===== config.mk =====
export PLATFORM = sky130hd
export DESIGN_NAME = fifo_wr_arbiter
export DESIGN_NICKNAME = d
export VERILOG_FILES = /design/src/rtl/fifo_arb_pkg.sv /design/src/rtl/fifo_rr_sel.sv /design/src/rtl/fifo_wr_arbiter.sv
export SDC_FILE = /design/constraint.sdc
export NUM_CORES = 1
export LEC_CHECK = 0
export ABC_AREA = 0
export BUFFER_PORTS_ARGS = -buffer_cell sky130_fd_sc_hd__buf_2
export CORE_ASPECT_RATIO = 1.2
export CORE_MARGIN = 4
export CORE_UTILIZATION = 32
export CTS_CLUSTER_SIZE = 40
export DETAILED_ROUTE_END_ITERATION = 10
export HOLD_SLACK_MARGIN = 0.02
export RECOVER_POWER = 100
export SLEW_MARGIN = 30
export SYNTH_ARGS = -nofsm -noshare
export SYNTH_HDL_FRONTEND = slang
export SYNTH_SLANG_ARGS = --single-unit
export TNS_END_PERCENT = 5

===== constraint.sdc =====
create_clock -name clk -period 1.95 [get_ports clk]
set_input_delay 0.195 -clock clk [delete_from_list [all_inputs] [get_ports clk]]
set_output_delay 0.195 -clock clk [all_outputs]
set_load 0.05 [all_outputs]

===== src/rtl/fifo_arb_pkg.sv =====
// Shared types and defaults for the two-requester FIFO write arbiter.
package fifo_arb_pkg;

  // Default data width of every data port
  localparam int FIFO_WIDTH_DEF = 16;

  // Default width of the per-requester accepted-write counters
  localparam int CNT_WIDTH_DEF = 8;

  // Arbiter phases: wait for a request, drive the write, observe the FIFO reply
  typedef enum logic [1:0] {
    IDLE  = 2'd0,
    ISSUE = 2'd1,
    ACK   = 2'd2
  } arb_state_t;

endpackage


===== src/rtl/fifo_rr_sel.sv =====
// Two-way round-robin pick: a lone requester wins, a tie goes to the prio side.
module fifo_rr_sel (
  input  logic req0,
  input  logic req1,
  input  logic prio,
  output logic winner,
  output logic valid
);

  // Tie resolved by prio; otherwise whichever side is requesting (req1 alone -> 1)
  always_comb begin
    valid  = req0 | req1;
    winner = (req0 & req1) ? prio : req1;
  end

endmodule


===== src/rtl/fifo_wr_arbiter.sv =====
// Arbitrates two write requesters onto one FIFO write port. Each write takes
// three cycles (IDLE/ISSUE/ACK); grants alternate when both sides contend.
module fifo_wr_arbiter
  import fifo_arb_pkg::*;
#(
  parameter int FIFO_WIDTH = FIFO_WIDTH_DEF,
  parameter int CNT_WIDTH  = CNT_WIDTH_DEF
) (
  input  logic                  clk,
  input  logic                  rst,
  input  logic                  req0,
  input  logic                  req1,
  input  logic [FIFO_WIDTH-1:0] data0,
  input  logic [FIFO_WIDTH-1:0] data1,
  output logic                  gnt0,
  output logic                  gnt1,
  output logic                  done0,
  output logic                  done1,
  output logic                  nack0,
  output logic                  nack1,
  output logic [CNT_WIDTH-1:0]  cnt0,
  output logic [CNT_WIDTH-1:0]  cnt1,
  output logic                  err,
  output logic                  fifo_wr_en,
  output logic [FIFO_WIDTH-1:0] fifo_data_in,
  input  logic                  fifo_full,
  input  logic                  fifo_wr_ack,
  input  logic                  fifo_overflow
);

  arb_state_t           state;
  logic                 owner;
  logic                 prio;
  logic                 winner;
  logic                 valid;
  logic                 in_issue;
  logic                 in_ack;
  logic [CNT_WIDTH-1:0] cnt [2];

  fifo_rr_sel u_sel (
    .req0   (req0),
    .req1   (req1),
    .prio   (prio),
    .winner (winner),
    .valid  (valid)
  );

  // Arbitration FSM; fifo_full is only looked at while idle, so a write in
  // flight always completes and the FIFO itself reports any overflow
  always_ff @(posedge clk or posedge rst) begin
    if (rst) begin
      state        <= IDLE;
      owner        <= 1'b0;
      prio         <= 1'b0;
      fifo_data_in <= '0;
    end else begin
      case (state)
        IDLE: begin
          if (valid && !fifo_full) begin
            state        <= ISSUE;
            owner        <= winner;
            prio         <= ~winner;
            fifo_data_in <= winner ? data1 : data0;
          end
        end
        ISSUE:   state <= ACK;
        ACK:     state <= IDLE;
        default: state <= IDLE;
      endcase
    end
  end

  // Per-requester acknowledged-write counters, bumped as ACK closes; wrap freely
  generate
    for (genvar gi = 0; gi < 2; gi++) begin : g_cnt
      always_ff @(posedge clk or posedge rst) begin
        if (rst) begin
          cnt[gi] <= '0;
        end else if (in_ack && fifo_wr_ack && (owner == 1'(gi))) begin
          cnt[gi] <= cnt[gi] + 1'b1;
        end
      end
    end
  endgenerate

  // Sticky overflow flag, captured as ACK closes
  always_ff @(posedge clk or posedge rst) begin
    if (rst) begin
      err <= 1'b0;
    end else if (in_ack && fifo_overflow) begin
      err <= 1'b1;
    end
  end

  // Strobes decoded from the registered state only; reset forces IDLE so they drop at once
  always_comb begin
    in_issue   = (state == ISSUE);
    in_ack     = (state == ACK);
    fifo_wr_en = in_issue;
    gnt0       = in_issue & ~owner;
    gnt1       = in_issue &  owner;
    done0      = in_ack & ~owner &  fifo_wr_ack;
    done1      = in_ack &  owner &  fifo_wr_ack;
    nack0      = in_ack & ~owner & ~fifo_wr_ack;
    nack1      = in_ack &  owner & ~fifo_wr_ack;
    cnt0       = cnt[0];
    cnt1       = cnt[1];
  end

endmodule


==> results of run 1 <==
==> layout make-up <==
cell class                 count  share of cell area (%)
sequential                    37                   42.36
multi-input combinational    106                   31.77
timing repair buffer          82                   17.00
clock buffer                   7                   3.950
tap                           62                   3.549
inverter                       8                   1.374
==> logic make-up after synthesis <==
logic type | count (synthesis)
compound gates | 20
xor+xnor | 14
fa+ha+maj | 2
buf+inv | 19
flops | 37
simple gates | 70
==> placed cells by master, fill, tap and decap left out <==
master | netlist | final
o32a_1 | 1 | 1
nand4b_2 | 1 | 1
clkbuf_1 | 2 | 36
nand4bb_2 | 0 | 1
buf_4 | 1 | 2
nor2_1 | 4 | 4
nand4_1 | 2 | 2
o21ai_2 | 1 | 1
xor2_1 | 8 | 8
nor3_1 | 22 | 22
a31o_2 | 1 | 1
nand2_1 | 28 | 28
clkbuf_8 | 0 | 6
nor2b_1 | 1 | 1
a21oi_1 | 1 | 1
nand3_1 | 4 | 4
ha_1 | 2 | 2
nor4_1 | 3 | 3
buf_2 | 3 | 39
dfrtp_1 | 37 | 37
inv_1 | 8 | 8
clkbuf_2 | 0 | 6
a221o_1 | 16 | 16
nor4b_1 | 2 | 2
xnor2_1 | 6 | 6
and3_1 | 1 | 1
or3_4 | 1 | 1
==> power by group <==
group | internal [W] | switching (W)
combinational | 0.000257 | 0.000812
clock | 0.000280 | 0.000243
sequential | 0.000933 | 0.000145
total | 0.00147 | 0.00120
==> stage by stage <==
stage	cell area (sq um)	setup slack [ps]
finish	2186	146.8
global route	2186	6.559
CTS	2230	91.64
detailed placement	2143	318.9
global placement	2143	375.9
floorplan	1728	-341.8
==> metal layers <==
layer  track usage, %  share of wire, %  routed length [um]
met3            4.091               8.7                 347
met1            15.62                41                1659
met5                0                 0                   0
met4            3.883               1.2                  48
met2            21.39                49                1950
==> registers in the layout, summed over array words and instances (netlist names) <==
signal        count
cnt1              8
prio              1
cnt0              8
state             2
owner             1
err               1
fifo_data_in     16
==> final timing paths <==
path,endpoint,cells after the start
max,done1,3
min,fifo_data_in[14]$_DFFE_PP0P_,2
max reg2reg,fifo_data_in[4]$_DFFE_PP0P_,3
min reg2reg,cnt1[7]$_DFFE_PP0P_,1
max in group asynchronous,fifo_data_in[4]$_DFFE_PP0P_,3
min in group asynchronous,cnt0[2]$_DFFE_PP0P_,3
==> flow_summary.toml, run 1 <==
[sta]
setup_tns_ps = 0
skew_ps = 3.323
period_minus_slack_ps = 1803
slew_headroom_pct = 40.43
max_freq_mhz = 554.6
setup_viol = 0
tightest_slew_ps = 893.5
worst_hold_slack_ps = 141.5
final.period_utilization_pct = 92.47
finalMaxSlewViolations = 0
hold_viol = 0
rsz0062_at_grt = "false"

[worst_setup_path]
crit_slowest_cell = "dfrtp_1"
critical_path.startpoint_type = "flip-flop"
path_max_fanout = 11
critical_path_class = "flip-flop to primary output"
r2r-start = "state[1]$_DFFE_PP0P_"
worstSetupStartpoint = "state[1]$_DFFE_PP0P_"
path_cells = "nand4b_2, inv_1, buf_2"
worst-r2r-setup-slack_ps = 300
crit_required_ps = 1750
arrival_ps = 1610
critPathMaxStageDelay_ps = 560
crit_family = "flip-flops"
crit_path_end_kind = "primary output"
cp_num_buf_inv = 2

[global_routing]
grt-ovfl-total = 0
track_usage_pct = 12.80
grt_pass1_vias = 1385
antenna_found_initial = 0
grt_pass1_wl_mm = 6.458
grt_max_degree = 38

[yosys]
avgSynthCellArea_sq_um = 10.67
synth_common_cells = "37 x dfrtp_1, 28 x nand2_1, 22 x nor3_1"
synthAdderAreaFrac_pct = 1.448
synth_fp_nets = 203
yosys.area.top_type_share_pct = 53.58
synth_top_family_by_area = "simple AND/OR/NAND/NOR gates"
synth_edf_count = 0
yosysTopAreaCell = "dfrtp_1"
ys_seq_elements = 37
ys_types = 28
postSynthCellCount = 162
ys_warn_count = 0
synth_flop_cell = "dfrtp_1"
synthMuxAreaShare_pct = 0
synth_compound_area_share_pct = 11.15
synthArstFlopShare_pct = 100.0
synthMostInstantiatedCell = "dfrtp_1"
synthSimpleGateAreaFrac_pct = 20.20
synth_xor_area_share_pct = 7.096
synthesis.area_sq_um = 1728
synth_area_leaders = "dfrtp_1 54%, a221o_1 9.3%, nor3_1 6.4%, nand2_1 6.1%, xor2_1 4.1%"
yosysSeqAreaShare_pct = 53.58

[routing]
totalWireLength_mm = 4.006
drt_drc_violations_left = 0
drtIter0Drc = 38
wl_per_cell_um = 13.26
via_per_inst = 4.838
antenna_left = 0
drt_pass1_iterations = 4
vias = 1461

[min_path]
hold_path_class = "primary input to flip-flop"
hp-start = "data0[14]"

[final_layout]
drive_gt1_share_pct = 24.17
stdcell_count = 302
post-route-util_pct = 41.55
area_delta_synth_final_pct = 26.50
nFillCells = 554
multiInputGateArea_sq_um = 694.4
regArea_sq_um = 925.9
nets = 281
antenna_cells = 0

[cts]
cts_resized = 0
cts_buffer_depth = 2
clkTransAtPathRegs_ps = 70
numCtsBuffers = 5
holdBufCountCts = 0
clock_sink_count = 37
cts-root-buf = "clkbuf_8"
postCtsSetupBuffers = 0
worstSkewPairLatency_ps = 280
cts_tree = "yes"
htree_levels = 2

[die]
die_w_um = 75.08
core_sq_um = 5261
pin_count = 79
die_area_sq_um = 6644
start_util_pct = 32.84
die-height_um = 88.50
rows = 29

[pwr]
powerDensity_nw_per_um2 = 1222
p_leak_nw = 1.070
irDropWorstVdd_mv = 0.4405
power_w = 0.002672

[run_status]
status = "complete, no violations"

[place]
gp_congestion = 0.7104
io_buffers = 78
placed_cells = 295
dp_hpwl_mm = 2.940

[job]
drv_cap = 0
(Power assumes the default switching activity.)
==> run 2: changes to the inputs <==
Clock period 1.95 ns to 1.5 ns, I/O delays scaled along.
==> run 2 against run 1 <==
  * Sequential share of layout area shrank 4.2 points
  * Clock skew is essentially flat
  * Final area grew 11%
  * Global-route usage is essentially flat
  * Worst hold slack lost 44 ps
  * Core utilization grew 4.6 points
  * Sequential power grew 29%
  * Clock power grew 24%
  * Register-to-register slack lost 250 ps
  * Flip-flop and latch count is the same
  * Wire length grew 2.9%
  * Die area is the same
==> flow_summary.toml, run 2 (synthesis gave the netlist of run 1 again) <==
[sta]
worst_hold_slack_ps = 97.15
slew_headroom_pct = 45.55
final.period_utilization_pct = 97.81
tightest_slew_ps = 816.8
period_minus_slack_ps = 1467
finalMaxSlewViolations = 0
setup_tns_ps = 0
rsz0062_at_grt = "true"
max_freq_mhz = 681.6
skew_ps = 2.923
setup_viol = 0
hold_viol = 0

[worst_setup_path]
path_cells = "buf_6, buf_4, nor3_2, buf_6"
crit_required_ps = 1350
critPathMaxStageDelay_ps = 390
cp_num_buf_inv = 3
critical_path.startpoint_type = "flip-flop"
arrival_ps = 1320
crit_family = "buffers and inverters"
critical_path_class = "flip-flop to primary output"
crit_top_cell = "buf_6"
crit_path_end_kind = "primary output"
cp_num_cells = 4
path_max_fanout = 4
r2r_cells = 3
crit_slowest_cell = "dfrtp_1"
worstSetupStartpoint = "owner$_DFFE_PP0P_"
r2r-start = "state[0]$_DFFE_PP0P_"

[global_routing]
grt_pass1_vias = 1445
grt_pass1_wl_mm = 6.575
grt-ovfl-total = 0
track_usage_pct = 12.83
grt_max_degree = 38
antenna_found_initial = 0

[final_layout]
nets = 289
multiInputGateArea_sq_um = 767.0
regArea_sq_um = 927.1
regMostFlops = "fifo_data_in"
post-route-util_pct = 46.18
final_common_cell = "buf_2"
drive_gt1_share_pct = 40.56
largest_reg_flops = 16
final_cell_mix = "65 x buf_2, 36 x dfrtp_1, 28 x nand2_1"
antenna_cells = 0
area_delta_synth_final_pct = 40.62
nFillCells = 520

[cts]
clock_sink_count = 37
numCtsBuffers = 5
htree_levels = 2
cts-root-buf = "clkbuf_8"
worstSkewPairLatency_ps = 270
cts_tree = "yes"
cts_buffer_depth = 2
clkTransAtPathRegs_ps = 70

[routing]
vias = 1493
drt_pass1_iterations = 4
drt_drc_violations_left = 0
antenna_left = 0
drtIter0Drc = 35
via_per_inst = 4.801
wl_per_cell_um = 13.26
totalWireLength_mm = 4.124

[die]
die-height_um = 88.50
die_w_um = 75.08
pin_count = 79
core_sq_um = 5261
rows = 29
die_area_sq_um = 6644
start_util_pct = 32.84

[min_path]
hold_path_class = "primary input to flip-flop"
min_path_cells = 2
hp-start = "data0[8]"

[pwr]
comb_power_share_pct = 43.6
p_sw_w = 0.001615
powerDensity_nw_per_um2 = 1490
seq_power_share_pct = 38.5
clock_power_share_pct = 18.0
power.internal_w = 0.002005
irDropWorstVdd_mv = 0.6092
swShare_pct = 44.61
p_leak_nw = 1.237

[place]
gp_congestion = 0.7069
dp_hpwl_mm = 3.126
io_buffers = 78

[run_status]
status = "complete, no violations"

[job]
drv_cap = 0
[run 2: metal layers]
metal | up-vias | track usage, % | routed length, um | share of wire, %
met1 | 696 | 14.54 | 1637 | 40
li1 | 750 | - | - | -
met5 | - | 0 | 0 | 0
met2 | 45 | 23.06 | 2163 | 52
met3 | 2 | 3.523 | 303 | 7.3
met4 | 0 | 3.883 | 21 | 0.51
[run 2: power groups by stage]
stage,logic (W),registers (W),clock network (W)
after floorplan,0.000446,0.00209,0
after global placement,0.00150,0.00141,0
after detailed placement,0.00153,0.00140,0
after CTS,0.00154,0.00139,0.000681
after global routing,0.00167,0.00143,0.000725
final,0.00158,0.00139,0.000650
[run 2: metrics by stage]
stage / setup slack [ps] / cell area, sq um / std cells / power (W)
floorplan: -287.0 / 1740 / 162 / 0.002532
global placement: 6.964 / 2213 / 301 / 0.002912
detailed placement: -23.14 / 2213 / 301 / 0.002935
CTS: -95.01 / 2318 / 310 / 0.003611
global route: -29.52 / 2430 / 311 / 0.003821
finish: 32.89 / 2430 / 311 / 0.003620
[run 2: worst paths after layout]
check / end / slack, ps
min in group asynchronous: cnt0[2]$_DFFE_PP0P_ / 660
min: fifo_data_in[8]$_DFFE_PP0P_ / 100
max in group asynchronous: state[0]$_DFFE_PP0P_ / 280
max: gnt0 / 30
max reg2reg: fifo_data_in[14]$_DFFE_PP0P_ / 50
min reg2reg: err$_DFFE_PP0P_ / 460
[run 2: area by class of cell]
| class | count | area share, % |
|---|---|---|
| multi-input combinational | 106 | 31.57 |
| inverter | 8 | 1.442 |
| timing repair buffer | 90 | 22.35 |
| clock buffer | 8 | 3.296 |
| sequential | 37 | 38.16 |
| tap | 62 | 3.193 |
[run 2: timing repair]
action                                 in CTS  in global routing
buffers inserted                            0                  1
endpoints found under the hold margin      37                  0
pin swaps                                   1                  3
hold buffers                                1                  0
setup endpoints to repair                  22                 27
resized for setup                           8                 25
